**src/rtl/i2s_pkg.sv**
```systemverilog
// Shared I2S link definitions: default geometry, sample types and FSM states.
// Used by both the transmitter and the receiver.
package i2s_pkg;

    localparam int unsigned DATA_BITS = 24;
    localparam int unsigned SLOT_BITS = 32;
    localparam int unsigned BCLK_HALF = 13;
    localparam int unsigned IW        = $clog2(DATA_BITS);

    typedef logic [DATA_BITS-1:0] sample_t;

    typedef struct packed {
        sample_t l;
        sample_t r;
    } stereo_t;

    typedef enum logic {
        IDLE,
        RUN
    } i2s_state_e;

    // Bit on the line at slot position p: delay bit, MSB-first data, zero pad.
    function automatic logic slot_bit(input sample_t w, input int unsigned p);
        logic [IW-1:0] idx;
        idx = '0;
        if (p == 0 || p > DATA_BITS) begin
            return 1'b0;
        end
        idx = IW'(DATA_BITS - p);
        return w[idx];
    endfunction

endpackage

```
**src/rtl/i2s_clk_gen.sv**
```systemverilog
// I2S bit/word clock generator: BCLK divider plus frame bit counter.
// Edge strobes and slot position let tx and rx act in the same clk as the edge.
module i2s_clk_gen #(
    parameter int unsigned BCLK_HALF = 13,
    parameter int unsigned SLOT_BITS = 32
) (
    input  logic                         clk_i,
    input  logic                         rst_ni,
    input  logic                         run_i,
    output logic                         bclk_o,
    output logic                         lrclk_o,
    output logic                         bclk_fall_o,
    output logic                         bclk_rise_o,
    output logic [$clog2(SLOT_BITS)-1:0] slot_pos_o,
    output logic                         slot_chan_o,
    output logic                         frame_wrap_o
);

    localparam int unsigned DW = (BCLK_HALF > 1) ? $clog2(BCLK_HALF) : 1;
    localparam int unsigned CW = $clog2(2 * SLOT_BITS);
    localparam int unsigned PW = $clog2(SLOT_BITS);
    localparam logic [CW-1:0] LAST = CW'(2 * SLOT_BITS - 1);
    localparam logic [CW-1:0] HALF = CW'(SLOT_BITS);

    logic [DW-1:0] div_q, div_d;
    logic [CW-1:0] bit_q, bit_d, bit_inc;
    logic          bclk_q, bclk_d;
    logic          lr_q, lr_d;
    logic          tc, chan;

    always_comb begin
        tc           = (div_q == DW'(BCLK_HALF - 1));
        bclk_fall_o  = run_i & tc & bclk_q;
        bclk_rise_o  = run_i & tc & ~bclk_q;
        frame_wrap_o = bclk_fall_o & (bit_q == LAST);
        bit_inc      = (bit_q == LAST) ? '0 : bit_q + 1'b1;
        chan         = (bit_inc >= HALF);
        slot_chan_o  = chan;
        slot_pos_o   = PW'(chan ? bit_inc - HALF : bit_inc);
        div_d        = tc ? '0 : div_q + 1'b1;
        bclk_d       = bclk_q ^ tc;
        bit_d        = bclk_fall_o ? bit_inc : bit_q;
        lr_d         = bclk_fall_o ? chan : lr_q;
        if (!run_i) begin
            div_d  = '0;
            bclk_d = 1'b0;
            bit_d  = LAST;
            lr_d   = 1'b0;
        end
    end

    always_ff @(posedge clk_i or negedge rst_ni) begin
        if (!rst_ni) begin
            div_q  <= '0;
            bclk_q <= 1'b0;
            bit_q  <= LAST;
            lr_q   <= 1'b0;
        end else begin
            div_q  <= div_d;
            bclk_q <= bclk_d;
            bit_q  <= bit_d;
            lr_q   <= lr_d;
        end
    end

    assign bclk_o  = bclk_q;
    assign lrclk_o = lr_q;

endmodule

```
**src/rtl/i2s_transmitter.sv**
```systemverilog
// I2S bus master transmitter: valid/ready sample intake, one-deep holding
// register, per-frame load and Philips-format serialisation.
module i2s_transmitter
    import i2s_pkg::*;
#(
    parameter int unsigned BCLK_HALF = i2s_pkg::BCLK_HALF,
    parameter int unsigned SLOT_BITS = i2s_pkg::SLOT_BITS
) (
    input  logic    clk_i,
    input  logic    rst_ni,
    input  logic    enable_i,
    input  sample_t left_i,
    input  sample_t right_i,
    input  logic    valid_i,
    output logic    ready_o,
    output logic    bclk_o,
    output logic    lrclk_o,
    output logic    audio_data_o,
    output logic    frame_start_o,
    output logic    underrun_o
);

    localparam int unsigned PW = $clog2(SLOT_BITS);

    i2s_state_e    state_q, state_d;
    stereo_t       hold_q, hold_d;
    stereo_t       frame_q, frame_d;
    logic          full_q, full_d;
    logic          ready_q, ready_d;
    logic          audio_q, audio_d;
    logic          fs_q, fs_d;
    logic          ur_q, ur_d;
    logic          run, accept;
    logic          fall, wrap, chan;
    logic          bclk_rise_unused;
    logic [PW-1:0] pos;

    i2s_clk_gen #(
        .BCLK_HALF(BCLK_HALF),
        .SLOT_BITS(SLOT_BITS)
    ) u_clk_gen (
        .clk_i       (clk_i),
        .rst_ni      (rst_ni),
        .run_i       (run),
        .bclk_o      (bclk_o),
        .lrclk_o     (lrclk_o),
        .bclk_fall_o (fall),
        .bclk_rise_o (bclk_rise_unused),
        .slot_pos_o  (pos),
        .slot_chan_o (chan),
        .frame_wrap_o(wrap)
    );

    // Dropping enable stops the clocks on the very next edge, mid-frame or not.
    assign run    = (state_q == RUN) & enable_i;
    assign accept = valid_i & ready_q;

    always_comb begin
        state_d = state_q;
        unique case (state_q)
            IDLE: if (enable_i) state_d = RUN;
            RUN:  if (!enable_i) state_d = IDLE;
            default: state_d = IDLE;
        endcase
    end

    always_comb begin
        hold_d  = hold_q;
        frame_d = frame_q;
        full_d  = full_q;
        audio_d = audio_q;
        fs_d    = 1'b0;
        ur_d    = 1'b0;
        if (wrap) begin
            fs_d   = 1'b1;
            full_d = 1'b0;
            if (full_q) begin
                frame_d = hold_q;
            end else begin
                frame_d = '0;
                ur_d    = 1'b1;
            end
        end
        if (accept) begin
            hold_d = '{l: left_i, r: right_i};
            full_d = 1'b1;
        end
        if (fall) begin
            audio_d = slot_bit(chan ? frame_d.r : frame_d.l, 32'(pos));
        end
        if (!run) begin
            frame_d = '0;
            audio_d = 1'b0;
        end
        ready_d = ~full_d;
    end

    always_ff @(posedge clk_i or negedge rst_ni) begin
        if (!rst_ni) begin
            state_q <= IDLE;
            hold_q  <= '0;
            frame_q <= '0;
            full_q  <= 1'b0;
            ready_q <= 1'b0;
            audio_q <= 1'b0;
            fs_q    <= 1'b0;
            ur_q    <= 1'b0;
        end else begin
            state_q <= state_d;
            hold_q  <= hold_d;
            frame_q <= frame_d;
            full_q  <= full_d;
            ready_q <= ready_d;
            audio_q <= audio_d;
            fs_q    <= fs_d;
            ur_q    <= ur_d;
        end
    end

    assign ready_o       = ready_q;
    assign audio_data_o  = audio_q;
    assign frame_start_o = fs_q;
    assign underrun_o    = ur_q;

endmodule
```
**config.mk**
```make
export PLATFORM = sky130hd
export DESIGN_NAME = i2s_transmitter
export DESIGN_NICKNAME = d
export VERILOG_FILES = /design/src/rtl/i2s_pkg.sv /design/src/rtl/i2s_clk_gen.sv /design/src/rtl/i2s_transmitter.sv
export SDC_FILE = /design/constraint.sdc
export NUM_CORES = 1
export LEC_CHECK = 0
export ABC_AREA = 1
export BUFFER_PORTS_ARGS = -buffer_cell sky130_fd_sc_hd__buf_2
export CORE_MARGIN = 5
export CORE_UTILIZATION = 64
export CTS_CLUSTER_SIZE = 8
export DETAILED_ROUTE_END_ITERATION = 8
export PLACE_DENSITY = 0.83
export SLEW_MARGIN = 20
export SYNTH_ARGS = -nofsm -noshare
export SYNTH_HDL_FRONTEND = slang
export SYNTH_SLANG_ARGS = --single-unit
```
**constraint.sdc**
```tcl
create_clock -name clk_i -period 5.95 [get_ports clk_i]
set_input_delay 1.19 -clock clk_i [delete_from_list [all_inputs] [get_ports clk_i]]
set_output_delay 1.19 -clock clk_i [all_outputs]
set_load 0.03 [all_outputs]
```
==> metrics.log <==
INFO  metric power_switching_share = 0.265
INFO  metric postRouteAntennaNets = 0
INFO  metric critical_path_class = in2reg
INFO  metric cts.repair_timing.setup_buffer_count = 0
INFO  metric worstPathCellList = buf_2, nand2_1, inv_1, nand2_1, nor2_4, nand2_1, nand3_1, nand3_1, nand2_1, nor2_1, nand2_1, nand2_1, nor2_1, nor2_1, nand2_1, nand2_1
INFO  metric final_common_cell = sky130_fd_sc_hd__nand2_1
INFO  metric p_seq_frac = 0.445
INFO  metric power.total = 0.00217 W
INFO  metric routabilityCongestion = 0.884
INFO  metric worst_min_path_class = reg2reg
INFO  metric finish.net_count = 776
INFO  metric post_synth_inst_count = 674
INFO  metric placement_rows = 34
INFO  metric p_int = 0.00160 W
INFO  metric period_needed = 3.70 ns
INFO  metric io_buffer_count = 57
INFO  metric worstSetupStartpointType = primary input
INFO  metric cts_tree = done
INFO  metric postSynthNetCount = 729
INFO  metric max-vdd-ir-drop = 257 uV
INFO  metric drtPass1Iterations = 8
INFO  metric htreeDepth = 4
INFO  metric grt_first_pass_wirelength = 23.1 mm
INFO  metric synth_flop_cell = sky130_fd_sc_hd__dfrtp_1
INFO  metric clock_latency_of_the_later_clocked_register_in_the_worst_skew_pair = 0.52 ns
INFO  metric worst_slew_pin_slew = 1.18 ns
INFO  metric placement.setup.worst_slack = 1.95 ns
INFO  metric die-area = 10800 um^2
INFO  metric grt_setup_unrepaired = no
INFO  metric gr-total-overflow = 0
INFO  metric groute.usage.overall = 0.263
INFO  metric switching_power_of_the_nets = 0.000576 W
INFO  metric vias_in_the_first_global_route = 4774
INFO  metric grt_max_degree = 67
INFO  metric ctsLongestPathBuffers = 2
INFO  metric utilization = 0.750
INFO  metric fin_ws = 2.25 ns
INFO  metric finalWirelength = 13.8 mm
INFO  metric cts_sinks = 114
INFO  metric finalSetupViolCount = 0
INFO  metric io-pin-count = 58
INFO  metric detailed_place_hpwl = 8.30 mm
INFO  metric ys_ff_latch = 114
INFO  metric post_route_clock_skew = 0.0125 ns
INFO  metric synthArstFlopShare = 1.00
INFO  metric combPwrFrac = 0.115
INFO  metric drv_cap = 0
INFO  metric tritoncts.num_buffers = 17
INFO  metric die-width = 104 um
INFO  metric wl_met1 = 5.57 mm
INFO  metric yosysWarningCount = 0
INFO  metric cts.clk_slew.worst_paths = 0.06 ns
INFO  metric area_delta_synth_final = 15.0%
INFO  metric final_hold_fails = 0
INFO  metric post-route-drc-count = 0
INFO  metric antenna_cells_inserted = 0
INFO  metric timing.critical_path.slowest_stage_cell = sky130_fd_sc_hd__nor2_4
INFO  metric setup_tns = 0 ns
INFO  metric synthesis.area_per_instance = 8.36 um^2
INFO  metric synth.distinct_cells = 30
INFO  metric ctsHoldBuffers = 0
INFO  metric syn-cell-area = 5640 um^2
INFO  metric power.static_leakage = 3.26 nW
INFO  metric via_count = 4825
INFO  metric slew_headroom = 0.214
INFO  metric slew_limit_fails = 0
INFO  metric ys_seq_area_frac = 0.508
INFO  metric synth-edff-count = 0
INFO  metric met3_wirelength = 1.10 mm
INFO  metric drive_gt1_frac = 0.219
INFO  metric clockPowerShare = 0.440
INFO  metric pwr_density_cell = 335 nW/um^2
INFO  metric layout_common_cells = sky130_fd_sc_hd__nand2_1 (218), sky130_fd_sc_hd__dfrtp_1 (108), sky130_fd_sc_hd__nand3_1 (79)
INFO  metric critPathCaptureType = flop
INFO  metric antenna_found_initial = 0
INFO  metric cp_common_cell = sky130_fd_sc_hd__nand2_1
INFO  metric floorplan.initialDensity = 0.653
INFO  metric avgViaCountPerCell = 5.73
INFO  metric detailroute.wirelength.met2 = 6.78 mm
INFO  metric cpLargestDelayFamily = simple AND/OR/NAND/NOR gates
INFO  metric critPathMaxFanout = 39
INFO  metric status = complete, no violations
INFO  metric floorplan.core_area = 8640 um^2
INFO  metric number_of_resized_instances_in_the_post_cts_repair_step = 0
INFO  metric hold-worst-slack = 0.492 ns
INFO  metric drtIter0Drc = 577
INFO  metric wl_per_cell = 16.3 um
INFO  metric critical_path_buffers_and_inverters = 2
INFO  metric max_freq = 0.270 GHz
INFO  metric slowest_stage_delay_on_critical_path = 0.73 ns
INFO  metric timing.final.crit_share = 0.622
INFO  metric highest_layer = met4
INFO  metric die_h = 104 um
INFO  metric critical_path_required = 6.36 ns
INFO  metric timing.critical_path.arrival = 4.11 ns
INFO  metric clk_root_buffer_cell = sky130_fd_sc_hd__clkbuf_8
==> layout make-up <==
type / count / area, um^2
flip-flops and latches: 114 / 2860
multi-input cells: 463 / 2370
fillers: 599 / 2160
clock buffers: 18 / 428
repair buffers: 60 / 310
inverters: 65 / 244
well taps: 108 / 135
clock inverters: 14 / 130
==> power by group through the flow <==
stage	clock, W	combinational (W)	sequential (W)
floorplan	0	0.000175	0.000953
global placement	0	0.000234	0.000967
detailed placement	0	0.000247	0.000977
CTS	0.000958	0.000251	0.000966
global route	0.00101	0.000278	0.000979
finish	0.000956	0.000249	0.000968
==> sequential cells by signal, indices dropped and copies added, names as in the netlist <==
register           count
state_q                1
audio_data_o           1
full_q                 1
hold_q                48
u_clk_gen.lrclk_o      1
u_clk_gen.bclk_o       1
u_clk_gen.bit_q        6
u_clk_gen.div_q        4
frame_start_o          1
underrun_o             1
frame_q               48
ready_o                1
==> worst register-to-register path, cell delays in order (launching register included) <==
cell and delay, ns:
sky130_fd_sc_hd__dfstp_2 0.58, sky130_fd_sc_hd__ha_1 0.22, sky130_fd_sc_hd__nand2_2 0.13, sky130_fd_sc_hd__nor2_8 0.31, sky130_fd_sc_hd__nand3_2 0.83, sky130_fd_sc_hd__nand2_1 0.35
sky130_fd_sc_hd__nand3_1 0.18, sky130_fd_sc_hd__nand3_1 0.14, sky130_fd_sc_hd__nand2_1 0.07, sky130_fd_sc_hd__nor2_1 0.10, sky130_fd_sc_hd__nand2_1 0.07, sky130_fd_sc_hd__nand2_1 0.07
sky130_fd_sc_hd__nor2_1 0.05, sky130_fd_sc_hd__nor2_1 0.11, sky130_fd_sc_hd__nand2_1 0.07, sky130_fd_sc_hd__nand2_1 0.05
==> path summary, 6_finish.rpt <==
path                                                 from                            to  slack [ns]  cells after the start
max in group asynchronous                          rst_ni         frame_q[20]$_DFF_PN0_        4.00                      2
hold / removal               u_clk_gen.div_q[0]$_DFF_PN0_  u_clk_gen.div_q[0]$_DFF_PN0_        0.49                      1
min in group asynchronous                          rst_ni        hold_q[41]$_DFFE_PN0P_        0.69                      1
hold reg to reg              u_clk_gen.div_q[0]$_DFF_PN0_  u_clk_gen.div_q[0]$_DFF_PN0_        0.49                      1
setup / recovery                                 enable_i      audio_data_o$_DFFE_PN0P_        2.25                     16
setup reg to reg           u_clk_gen.bit_q[0]$_DFFE_PN1P_      audio_data_o$_DFFE_PN0P_        2.56                     15
==> synth_stat cells, types with 2 or more instances <==
master	n	area [um^2]
sky130_fd_sc_hd__nor2_4	2	22.5
sky130_fd_sc_hd__clkbuf_1	16	60.1
sky130_fd_sc_hd__a22oi_1	2	15.0
sky130_fd_sc_hd__dfrtp_1	108	2700
sky130_fd_sc_hd__nand3_1	79	395
sky130_fd_sc_hd__nand3_2	3	30.0
sky130_fd_sc_hd__xnor2_1	4	35.0
sky130_fd_sc_hd__nor2_1	77	289
sky130_fd_sc_hd__mux2_2	48	541
sky130_fd_sc_hd__buf_2	10	50.1
sky130_fd_sc_hd__nand2_1	219	822
sky130_fd_sc_hd__nor2_2	4	25.0
sky130_fd_sc_hd__inv_2	2	7.51
sky130_fd_sc_hd__xor2_1	3	26.3
sky130_fd_sc_hd__dfstp_2	6	158
sky130_fd_sc_hd__buf_6	5	56.3
sky130_fd_sc_hd__ha_1	3	37.5
sky130_fd_sc_hd__a21oi_1	4	20.0
sky130_fd_sc_hd__o21ai_0	6	30.0
sky130_fd_sc_hd__inv_1	63	236
==> per-stage QoR <==
stage,area [um^2],std cells
finish,6480,842
global route,6480,842
CTS,6470,842
detailed placement,5910,810
global placement,5910,810
floorplan,5640,674
==> per-layer routing <==
| metal | track usage | vias up |
|---|---|---|
| li1 | - | 2216 |
| met1 | 0.348 | 2320 |
| met2 | 0.423 | 253 |
| met3 | 0.0659 | 36 |
| met4 | 0.0953 | 0 |
| met5 | 0 | - |
==> cell families (layout without fill, tap and decap cells) <==
group	after synthesis	count (layout)	share of synthesized area
simple gates	389	389	0.289
mux	48	48	0.0959
fa+ha+maj	3	3	0.00666
buf+inv	97	157	0.0735
compound gates	16	16	0.0167
flops	114	114	0.508
xor+xnor	7	7	0.0109
Power figures use the tool's default switching activity.
